[src/rtl/fifo_unpacker.sv]
// Read-side consumer for a show-ahead wide FIFO: pops one entry and emits it as
// LSB-first OUT_WIDTH beats on a valid/ready stream, chaining entries without bubbles.
module fifo_unpacker #(
    parameter int WIDTH     = 248,
    parameter int OUT_WIDTH = 32
) (
    input  logic                 clk,
    input  logic                 rst,
    input  logic [WIDTH-1:0]     i_fifo_data,
    input  logic                 i_fifo_empty,
    output logic                 o_fifo_read,
    output logic                 o_valid,
    input  logic                 i_ready,
    output logic [OUT_WIDTH-1:0] o_data,
    output logic                 o_last,
    output logic [$clog2((WIDTH+OUT_WIDTH-1)/OUT_WIDTH):0] o_beat_idx,
    output logic                 o_busy
);

    localparam int NUM_BEATS = (WIDTH + OUT_WIDTH - 1) / OUT_WIDTH;
    localparam int IDX_W     = $clog2(NUM_BEATS) + 1;
    localparam int SEL_W     = (NUM_BEATS > 1) ? $clog2(NUM_BEATS) : 1;
    localparam int PAD_W     = NUM_BEATS * OUT_WIDTH;
    localparam logic [IDX_W-1:0] LAST_BEAT = IDX_W'(NUM_BEATS - 1);

    typedef enum logic {IDLE, SEND} state_t;

    state_t                              r_state;
    logic [NUM_BEATS-1:0][OUT_WIDTH-1:0] r_entry;
    logic [IDX_W-1:0]                    r_beat;
    logic                                r_valid;
    logic                                r_last;

    logic [PAD_W-1:0] w_padded;
    logic             w_at_last;
    logic             w_hs;
    logic             w_pop;

    // Bits above WIDTH-1 in the final beat are held as zero in the entry register.
    always_comb begin
        w_padded              = '0;
        w_padded[WIDTH-1:0]   = i_fifo_data;
    end

    assign w_at_last = (r_beat == LAST_BEAT);
    assign w_hs      = r_valid && i_ready;
    assign w_pop     = !rst && !i_fifo_empty &&
                       ((r_state == IDLE) || (w_hs && w_at_last));

    always_ff @(posedge clk) begin
        if (rst) begin
            r_state <= IDLE;
            r_entry <= '0;
            r_beat  <= '0;
            r_valid <= 1'b0;
            r_last  <= 1'b0;
        end else if (w_pop) begin
            r_state <= SEND;
            r_entry <= w_padded;
            r_beat  <= '0;
            r_valid <= 1'b1;
            r_last  <= (NUM_BEATS == 1);
        end else if (w_hs) begin
            if (w_at_last) begin
                r_state <= IDLE;
                r_beat  <= '0;
                r_valid <= 1'b0;
                r_last  <= 1'b0;
            end else begin
                r_beat  <= r_beat + IDX_W'(1);
                r_last  <= ((r_beat + IDX_W'(1)) == LAST_BEAT);
            end
        end
    end

    assign o_fifo_read = w_pop;
    assign o_valid     = r_valid;
    assign o_data      = r_entry[r_beat[SEL_W-1:0]];
    assign o_last      = r_last;
    assign o_beat_idx  = r_beat;
    assign o_busy      = (r_state == SEND);

endmodule

[config.mk]
export PLATFORM = sky130hd
export DESIGN_NAME = fifo_unpacker
export DESIGN_NICKNAME = d
export VERILOG_FILES = /design/src/rtl/fifo_unpacker.sv
export SDC_FILE = /design/constraint.sdc
export NUM_CORES = 1
export LEC_CHECK = 0
export ABC_AREA = 0
export CAP_MARGIN = 30
export CORE_MARGIN = 8
export CORE_UTILIZATION = 54
export DETAILED_ROUTE_END_ITERATION = 10
export PLACE_DENSITY = 0.84
export REMOVE_ABC_BUFFERS = 1
export SYNTH_ARGS = -nofsm -noshare
export SYNTH_HDL_FRONTEND = slang
export SYNTH_SLANG_ARGS = --single-unit
[constraint.sdc]
create_clock -name clk -period 6.15 [get_ports clk]
set_clock_uncertainty 0.05 [all_clocks]
set_input_delay 1.5375 -clock clk [delete_from_list [all_inputs] [get_ports clk]]
set_output_delay 1.5375 -clock clk [all_outputs]
set_load 0.02 [all_outputs]
==> results of run 1 <==
[final cells by class]
type | instances | area share [%]
Multi-Input combinational cell | 885 | 44.4
Clock inverter | 7 | 0.367
Inverter | 2 | 0.0441
Sequential cell | 254 | 29.9
Clock buffer | 44 | 5.00
Antenna cell | 5 | 0.0735
Tap cell | 324 | 2.38
Timing Repair Buffer | 301 | 17.8
[layer usage]
metal / part of all wire [%] / vias to the layer above / track usage, % / wire length [µm]
li1: - / 4660 / - / -
met1: 45 / 4495 / 25.4 / 13900
met2: 48 / 248 / 32.6 / 14900
met3: 5.3 / 57 / 4.01 / 1660
met4: 2.3 / 2 / 6.83 / 716
met5: 0.042 / - / 0 / 13
[logic make-up after synthesis]
family / synth area share [%]
muxes: 30.8
xor gates and xnor gates: 0.131
and+or+nand+nor: 24.1
DFF: 38.1
AOI/OAI and AO/OA: 1.34
adders and majority gates: 0.188
buffers and inverters: 5.23
[worst reg2reg max path, delay by kind of cell (launching register included)]
kind | cells | cell delay, ns
multiplexers | 1 | 0.41
flip-flops | 1 | 0.70
buffers and inverters | 1 | 0.69
AND/OR/NAND/NOR | 1 | 0.18
AO/OA/AOI/OAI | 1 | 0.28
adder cells (fa/ha/maj) | 1 | 0.34
[per-stage QoR]
| stage | cells | total power [mW] | hold WS [ns] | utilization (%) |
|---|---|---|---|---|
| finish | 1822 | 4.10 | 0.418 | 70.2 |
| global route | 1822 | 4.27 | 0.430 | 70.2 |
| CTS | 1816 | 4.14 | 0.423 | 70.1 |
| detailed placement | 1765 | 2.48 | 0.409 | 66.3 |
| global placement | 1765 | 2.47 | 0.405 | 66.3 |
| floorplan | 1141 | 2.28 | 0.393 | - |
[registers in the layout, indices dropped and copies added (netlist names)]
| name | count |
|---|---|
| o_beat_idx | 4 |
| r_entry | 248 |
| o_last | 1 |
| o_valid | 1 |
[placed cells by master, fill, tap and decap left out, types with 8 or more instances in the layout]
master           synthesis  layout
a21oi_1                  9       9
a22oi_1                  8       8
clkbuf_1                60       8
clkbuf_16                0      29
clkdlybuf4s50_1          0     290
dfxtp_1                254     251
mux2_2                  32      32
mux2i_1                248     248
mux4_2                  55      55
nand2b_1               496     496
nor2_1                  10      10
[path summary, 6_finish.rpt]
path,start,end,cells past startpoint
max reg2reg,o_beat_idx[0]$_SDFFE_PP0P_,r_entry[12]$_SDFFE_PP0P_,5
min,r_entry[149]$_SDFFE_PP0P_,r_entry[149]$_SDFFE_PP0P_,2
min reg2reg,r_entry[149]$_SDFFE_PP0P_,r_entry[149]$_SDFFE_PP0P_,2
max,i_ready,o_fifo_read,5
[power breakdown]
group,internal (mW),switching [mW]
registers,1.75,0.0576
clock network,0.988,0.662
logic,0.395,0.249
total,3.13,0.968
==> metrics.yaml, run 1 <==
power_and_ir_drop:
  p_leak_nw: 6.41
  power_density_nw_per_um2: 241
  worst_ir_drop_vdd_uv: 170
grt:
  gr-total-overflow: 0
  antenna_found_initial: 6
  grt.total_usage_pct: 19.8
  grt_max_degree: 141
  grt_pass1_wl_um: 49700
  grt_pass1_vias: 9857
yosys:
  async_flop_share_pct: 0
  synth_common_cells: "nand2b_1 (496), dfxtp_1 (254), mux2i_1 (248)"
  netlist_top_cells_area: "dfxtp_1 (38%), nand2b_1 (23%), mux2i_1 (19%)"
  yosys_register_bits: 254
  synth_seq_area_share_pct: 38.1
  synth_cell_types: 35
  yosysTopAreaCellShare_pct: 38.1
  synth_enable_flop_cells: 0
  yosys_warnings: 0
  synth.most_common_cell: "nand2b_1"
  syn-cell-area_um2: 13300
  yosys_most_used_dff: "dfxtp_1"
  synth_top_cell_by_area: "dfxtp_1"
  syn_inst: 1247
  syn_area_per_cell_um2: 10.7
critical_path:
  cp-start-kind: "input port"
  critPathRequiredTime_ns: 4.56
  ff2ff_setup_slack_ns: 3.41
  crit_slowest_cell: "clkdlybuf4s50_1"
  critPathTopFamily: "buffers and inverters"
  crit_chain: "clkdlybuf4s50_1, nand4b_2, a21o_1, nor2_1, clkdlybuf4s50_1"
  worstSetupPathType: "in -> out"
  path_buf_inv: 2
  max_stage_delay_ns: 0.66
  worstPathMaxFanout: 4
  crit_top_cell: "clkdlybuf4s50_1"
  endpoint_kind: "output pin"
  arrival_ns: 3.24
drt:
  drt-initial-drc-count: 556
  vias_per_cell: 5.19
  dr_total_vias: 9462
  wire_per_inst_um: 17.1
  routed_wl_um: 31200
  route.detailed.drc: 0
  ant_nets: 0
  first_pass_iters: 4
die:
  die_x_um: 173
  coreArea_um2: 24200
  fp.dieH_um: 173
  die_area_um2: 30000
  rows: 57
  io_pins: 292
  initial_core_util_pct: 55.0
finish:
  multiInputGateArea_um2: 7550
  layout.nets: 1727
  regArea_um2: 5090
  fill_cells: 1790
  area_growth_pct: 27.7
  final_cell_area_um2: 17000
  drive_gt1_share_pct: 9.78
clocking:
  clock-root-buffer: "clkbuf_16"
  clkTransAtPathRegs_ns: 0.06
  clock_latency_ns: 0.53
  cts_tree: "done"
  clock_sinks: 254
  cts_buffer_depth: 3
  cts.htree.levels: 1
  cts_setup_buffers: 0
  cts_resized: 0
  cts-buffers-inserted: 29
  ctsHoldBuffers: 0
place:
  dpl.hpwl_um: 20700
  pre_cts_ws_ns: 1.29
  port_buffers: 291
  routabilityCongestion: 0.759
  dpl-instance-area_um2: 16100
sta:
  period_share_pct: 78.5
  fmax_mhz: 207
  finalSetupViolations: 0
  finalWorstSetupSlack_ns: 1.32
  hold_violations: 0
  fin_tns_setup_ns: 0
  rsz0062_at_grt: "no"
  worst_pin_slew_ns: 0.973
  fin_crit_ns: 4.83
  slew_violations: 0
  slew_headroom_pct: 35.1
status:
  status: "finished, final reports clean"
worst_hold_path:
  hp-class: "reg -> reg"
run:
  drv_cap: 0
(Power assumes the default switching activity.)
==> inputs of run 2 (changes only) <==
Settings changed: CORE_UTILIZATION 54 to 52, PLACE_DENSITY 0.84 to 0.82.
Clock period 6.15 ns to 5.06 ns, I/O delays scaled along.
==> run 2 against run 1 <==
Net effect: routed wire length increased by 2.0%; global-route usage increased by 0.14 points; power increased by 24%; die area increased by 3.5%; non-clock buffer count increased by 10; flip-flop and latch count unchanged; sequential power increased by 22%; highest routed layer unchanged; cell count increased by 0.60%; via count decreased by 1.3%; count of clock-buffer cells in the layout decreased by 6; critical path type is now reg -> out; hold slack about the same.
==> metrics.yaml, run 2 (same netlist as run 1, synthesis figures left out) <==
sta:
  whs_ns: 0.418  # +0.000316 ns
  slew_violations: 0  # unchanged
  hold_violations: 0  # unchanged
  finalSetupViolations: 0  # unchanged
  rsz0062_at_grt: "no"
  fin_crit_ns: 4.30
  fmax_mhz: 233
  worst_pin_slew_ns: 0.960  # -0.0127 ns
  period_share_pct: 85.0
  slew_headroom_pct: 36.0  # +0.85 points
clocking:
  cts-buffers-inserted: 28  # -3.4%
  clock_latency_ns: 0.52  # about the same
  clock_sinks: 254  # unchanged
  cts_resized: 0  # unchanged
  cts_tree: "done"
  clkTransAtPathRegs_ns: 0.06  # about the same
  cts.htree.levels: 1  # unchanged
  cts_setup_buffers: 0  # unchanged
  clock-root-buffer: "clkbuf_16"
  cts_buffer_depth: 3  # unchanged
  ctsHoldBuffers: 0  # unchanged
drt:
  routed_wl_um: 31800  # +2.0%
  first_pass_iters: 4  # unchanged
  route.detailed.drc: 0  # unchanged
  dr_total_vias: 9343  # -1.3%
  wire_per_inst_um: 17.4  # +1.4%
  drt-initial-drc-count: 590  # +6.1%
  ant_nets: 0  # unchanged
  vias_per_cell: 5.10  # -1.9%
status:
  status: "finished, final reports clean"
place:
  dpl-instance-area_um2: 16200  # +1.1%
  dpl.hpwl_um: 22000  # +6.2%
  routabilityCongestion: 0.791  # +4.2%
  port_buffers: 291  # unchanged
worst_hold_path:
  hp-class: "reg -> reg"
  hp-start: "r_entry[163]$_SDFFE_PP0P_"
die:
  rows: 58  # +1.8%
  fp.dieH_um: 176  # +1.7%
  io_pins: 292  # unchanged
  coreArea_um2: 25200  # +3.8%
  initial_core_util_pct: 52.9  # -2.0 points
  die_x_um: 176  # +1.7%
  die_area_um2: 31000  # +3.5%
power_and_ir_drop:
  worst_ir_drop_vdd_uv: 212  # +25%
  intPower_mw: 3.89  # +24%
  power_density_nw_per_um2: 296  # +23%
  switching_power_mw: 1.20  # +24%
  p_leak_nw: 6.50  # +1.4%
  p_comb_share_pct: 15.6  # about the same
  sw_frac_of_total_pct: 23.5  # -0.088 points
  p_clk_share_pct: 41.2  # +1.0 points
  p_seq_share_pct: 43.2  # -0.9 points
critical_path:
  crit_start: "o_beat_idx[1]$_SDFFE_PP0P_"
  path_buf_inv: 2  # unchanged
  cp-start-kind: "register"
  max_stage_delay_ns: 0.66  # about the same
  endpoint_kind: "output pin"
  worstPathMaxFanout: 29  # +25
  crit_chain: "buf_12, nor2b_1, a22oi_1, a21oi_1, clkdlybuf4s50_1"
  critPathRequiredTime_ns: 3.74  # -0.82 ns
  critPathTopFamily: "buffers and inverters"
  worstSetupPathType: "reg -> out"
  arrival_ns: 2.98  # -0.26 ns
  worst_r2r_startpoint: "o_beat_idx[0]$_SDFFE_PP0P_"
  crit_slowest_cell: "nor2b_1"
grt:
  grt.total_usage_pct: 19.9  # +0.14 points
  grt_pass1_vias: 9973  # +1.2%
  gr-total-overflow: 0  # unchanged
  grt_pass1_wl_um: 51400  # +3.4%
  grt_max_degree: 147  # +4.3%
  antenna_found_initial: 5  # -1
finish:
  layout_common_cells: "nand2b_1 (496), clkdlybuf4s50_1 (290), dfxtp_1 (251)"
  drive_gt1_share_pct: 10.6  # +0.81 points
  largest_reg_flops: 248  # unchanged
  largest-register: "r_entry"
  final_cell_area_um2: 17200  # +1.1%
  layout.nets: 1736  # +0.52%
  final_common_cell: "nand2b_1"
  area_growth_pct: 29.1
run:
  drv_cap: 0  # unchanged
run 2: cell count changes in the layout (fill, tap and decap cells not counted), moves of 2 or more:
cell	delta
diode_2	-3
bufinv_16	+2
buf_4	+4
buf_12	+7
clkbuf_1	-5
run 2: final timing paths:
| path | to | slack [ns] | cells after the start |
|---|---|---|---|
| max reg2reg | r_entry[184]$_SDFFE_PP0P_ | 2.20 | 7 |
| min | r_entry[163]$_SDFFE_PP0P_ | 0.42 | 2 |
| max | o_data[31] | 0.76 | 5 |
| min reg2reg | r_entry[163]$_SDFFE_PP0P_ | 0.42 | 2 |
run 2: power groups by stage:
stage | registers [mW] | clock network [mW] | logic [mW]
after floorplan | 2.23 | 0 | 0.538
after global placement | 2.23 | 0 | 0.786
after detailed placement | 2.24 | 0 | 0.798
after CTS | 2.20 | 2.14 | 0.803
after global routing | 2.21 | 2.23 | 0.857
final | 2.20 | 2.10 | 0.794
run 2: final cells by class:
cell class,count,area (µm²)
clock buffers,38,820
clock inverters,11,139
well taps,330,413
repair buffers,311,3180
inverters,2,7.51
fillers,1927,7970
multi-input cells,885,7550
diodes,2,5.00
flip-flops and latches,254,5090
run 2: worst min-delay path: cells and delay by family (launching register included):
kind	cells	cell delay, ns
muxes	1	0.06
DFF	1	0.30
and+or+nand+nor	1	0.06
run 2: metrics by stage:
step | power (mW) | worst slack [ns] | cells | setup TNS (ns) | utilization (%)
floorplan | 2.77 | -8.25 | 1141 | -2076.92 | -
global placement | 3.02 | 0.844 | 1782 | 0 | 64.5
detailed placement | 3.04 | 0.775 | 1782 | 0 | 64.5
CTS | 5.14 | 0.736 | 1831 | 0 | 68.3
global route | 5.30 | 0.593 | 1833 | 0 | 68.4
finish | 5.09 | 0.761 | 1833 | 0 | 68.4
run 2: metal layers:
layer / wire, µm / GRT usage, %
met4: 645 / 4.49
met5: 28 / 0
met1: 14100 / 25.2
met2: 15300 / 34.1
met3: 1790 / 4.49
==> inputs of run 3 (changes only) <==
Settings changed: CORE_UTILIZATION 52 to 47, PLACE_DENSITY 0.82 to 0.78.
Clock period 5.06 ns to 3.6 ns, I/O delays scaled along.
==> run 3 against run 2 <==
Net effect: sequential share of layout area shrank 0.30 points; critical path depth is 1 lower; routed wire length up 1.0%; core utilization decreased by 5.9 points; global-route usage decreased by 1.7 points; clock power is 30% higher; power grew 36%; non-clock buffer count is 13 higher; final area up 1.0%; setup slack lost 0.68 ns; flip-flop and latch count is the same; die area rose by 9.7%; largest power group unchanged.
==> metrics.yaml, run 3 (same netlist as run 1, synthesis figures left out) <==
clocking:
  ctsHoldBuffers: 0  # unchanged
  clock-root-buffer: "clkbuf_16"
  cts-buffers-inserted: 29  # +3.6%
  cts.htree.levels: 1  # unchanged
  cts_tree: "done"
  clkTransAtPathRegs_ns: 0.06  # about the same
  clock_sinks: 254  # unchanged
  clock_latency_ns: 0.53  # about the same
  cts_buffer_depth: 3  # unchanged
critical_path:
  cp-start-kind: "register"
  r2r_end: "r_entry[180]$_SDFFE_PP0P_"
  critPathRequiredTime_ns: 2.65  # -1.09 ns
  max_stage_delay_ns: 0.55  # -0.11 ns
  ff2ff_setup_slack_ns: 1.23  # -0.97 ns
  worstSetupPathType: "reg -> out"
  reg2regPathDepth: 6  # -1
  endpoint_kind: "output pin"
  crit_slowest_cell: "clkdlybuf4s50_1"
  critPathTopFamily: "multiplexers"
  worst_r2r_startpoint: "o_beat_idx[0]$_SDFFE_PP0P_"
  arrival_ns: 2.57  # -0.41 ns
  crit_chain: "buf_16, mux4_2, mux2_2, clkdlybuf4s50_1"
  worstPathMaxFanout: 14  # -52%
  path_buf_inv: 2  # unchanged
power_and_ir_drop:
  switching_power_mw: 1.66  # +39%
  worst_ir_drop_vdd_uv: 287  # +36%
  p_seq_share_pct: 44.5  # +1.3 points
  p_comb_share_pct: 16.3  # +0.7 points
  intPower_mw: 5.27  # +35%
  total_power_mw: 6.94  # +36%
  power_density_nw_per_um2: 399  # +35%
  p_leak_nw: 6.74  # +3.7%
  p_clk_share_pct: 39.2  # -2.0 points
  sw_frac_of_total_pct: 24.0  # +0.45 points
sta:
  fmax_mhz: 284
  period_share_pct: 97.8
  hold_violations: 0  # unchanged
  worst_pin_slew_ns: 1.01  # +0.0476 ns
  fin_crit_ns: 3.52
  finalWorstSetupSlack_ns: 0.0799  # -0.681 ns
  fin_tns_setup_ns: 0  # unchanged
  slew_violations: 0  # unchanged
  rsz0062_at_grt: "no"
  slew_headroom_pct: 32.8  # -3.2 points
  finalSetupViolations: 0  # unchanged
finish:
  drive_gt1_share_pct: 11.3  # +0.69 points
  layout_common_cells: "nand2b_1 (496), clkdlybuf4s50_1 (278), dfxtp_1 (251)"
  final_common_cell: "nand2b_1"
  final_cell_area_um2: 17400  # +1.0%
  layout.nets: 1750  # +0.81%
  largest-register: "r_entry"
  largest_reg_flops: 248  # unchanged
  area_growth_pct: 30.5
drt:
  drt-initial-drc-count: 505  # -14%
  dr_total_vias: 9376  # +0.35%
  vias_per_cell: 4.95  # -2.9%
  route.detailed.drc: 0  # unchanged
  ant_nets: 0  # unchanged
  first_pass_iters: 4  # unchanged
  wire_per_inst_um: 17.0  # -2.3%
  routed_wl_um: 32100  # +1.0%
die:
  fp.dieH_um: 184  # +4.7%
  io_pins: 292  # unchanged
  initial_core_util_pct: 47.8  # -5.1 points
  die_area_um2: 34000  # +9.7%
  die_x_um: 184  # +4.7%
  rows: 61  # +5.2%
  coreArea_um2: 27900  # +11%
place:
  port_buffers: 291  # unchanged
  routabilityCongestion: 0.791  # about the same
  pre_cts_ws_ns: 0.0931  # -0.682 ns
  dpl.hpwl_um: 21600  # -1.6%
  dpl-instance-area_um2: 16300  # +0.51%
grt:
  antenna_found_initial: 2  # -3
  gr-usage-met2_pct: 30.3  # -3.8 points
  grt_pass1_vias: 9888  # -0.85%
  use_met1_pct: 23.0  # -2.1 points
  gr-total-overflow: 0  # unchanged
  grt.busiest_layer: "met2"
  grt.total_usage_pct: 18.2  # -1.7 points
  grt_use_met3_pct: 4.59  # +0.10 points
  grt_max_degree: 323  # +120%
  grt_pass1_wl_um: 50900  # -0.89%
worst_hold_path:
  hold_path_depth: 2  # unchanged
  hp-start: "r_entry[65]$_SDFFE_PP0P_"
  whs_endpoint: "r_entry[65]$_SDFFE_PP0P_"
  hp-class: "reg -> reg"
run:
  drv_cap: 0  # unchanged
status:
  status: "finished, final reports clean"
[run 3: cell count changes in the layout (fill, tap and decap cells not counted), moves of 3 or more]
cell             delta
clkdlybuf4s50_1    -12
clkinv_2            +4
buf_4               +8
dlymetal6s2s_1     +10
bufinv_16           -3
[run 3: worst max-delay path by stage]
stage | endpoint | startpoint | slack [ns] | cells past startpoint
3_3_place_gp | o_fifo_read | i_ready | 0.10 | 5
2_1_floorplan | r_entry[0]$_SDFFE_PP0P_ | o_beat_idx[1]$_SDFFE_PP0P_ | -9.71 | 4
4_1_cts | o_data[9] | o_beat_idx[0]$_SDFFE_PP0P_ | 0.0002 | 4
5_1_grt | o_data[22] | o_beat_idx[0]$_SDFFE_PP0P_ | 0.001 | 4
6_report | o_data[22] | o_beat_idx[0]$_SDFFE_PP0P_ | 0.08 | 4
3_5_place_dp | o_fifo_read | i_ready | 0.09 | 5
[run 3: cell type report]
| type | instances | area (µm²) |
|---|---|---|
| fill | 2252 | 10500 |
| clock buffer | 40 | 827 |
| clock inverter | 10 | 53.8 |
| tap | 378 | 473 |
| antenna | 2 | 5.00 |
| sequential | 254 | 5090 |
| inverter | 2 | 7.51 |
| multi-input combinational | 885 | 7550 |
| timing repair buffer | 324 | 3380 |
[run 3: metal layers]
| layer | vias up | wire length (µm) |
|---|---|---|
| met5 | - | 12 |
| met4 | 2 | 610 |
| met3 | 40 | 2100 |
| met2 | 233 | 15200 |
| met1 | 4409 | 14300 |
| li1 | 4692 | - |
[run 3: worst min-delay path: cells and delay by family, from the launching register on]
family,cells,cell delay [ns]
DFF,1,0.31
and+or+nand+nor,1,0.06
muxes,1,0.05
[run 3: per-stage QoR]
stage          util (%)  hold WS [ns]  instances
3_3_place_gp       58.6         0.406       1833
6_report           62.4         0.419       1895
5_1_grt            62.4         0.435       1894
2_1_floorplan         -         0.393       1141
4_1_cts            62.1         0.421       1889
3_5_place_dp       58.6         0.408       1833
[run 3: timing repair]
item	4_1_cts	5_1_grt
setup buffers	6	2
gates resized for setup	2	11
gates cloned	0	2
setup endpoints to repair	27	22
[run 3: power by group through the flow]
stage | sequential [mW] | clock, mW | combinational [mW]
3_5_place_dp | 3.15 | 0 | 1.12
6_report | 3.09 | 2.72 | 1.13
3_3_place_gp | 3.14 | 0 | 1.10
5_1_grt | 3.11 | 2.93 | 1.22
4_1_cts | 3.08 | 2.79 | 1.14
2_1_floorplan | 3.14 | 0 | 0.756
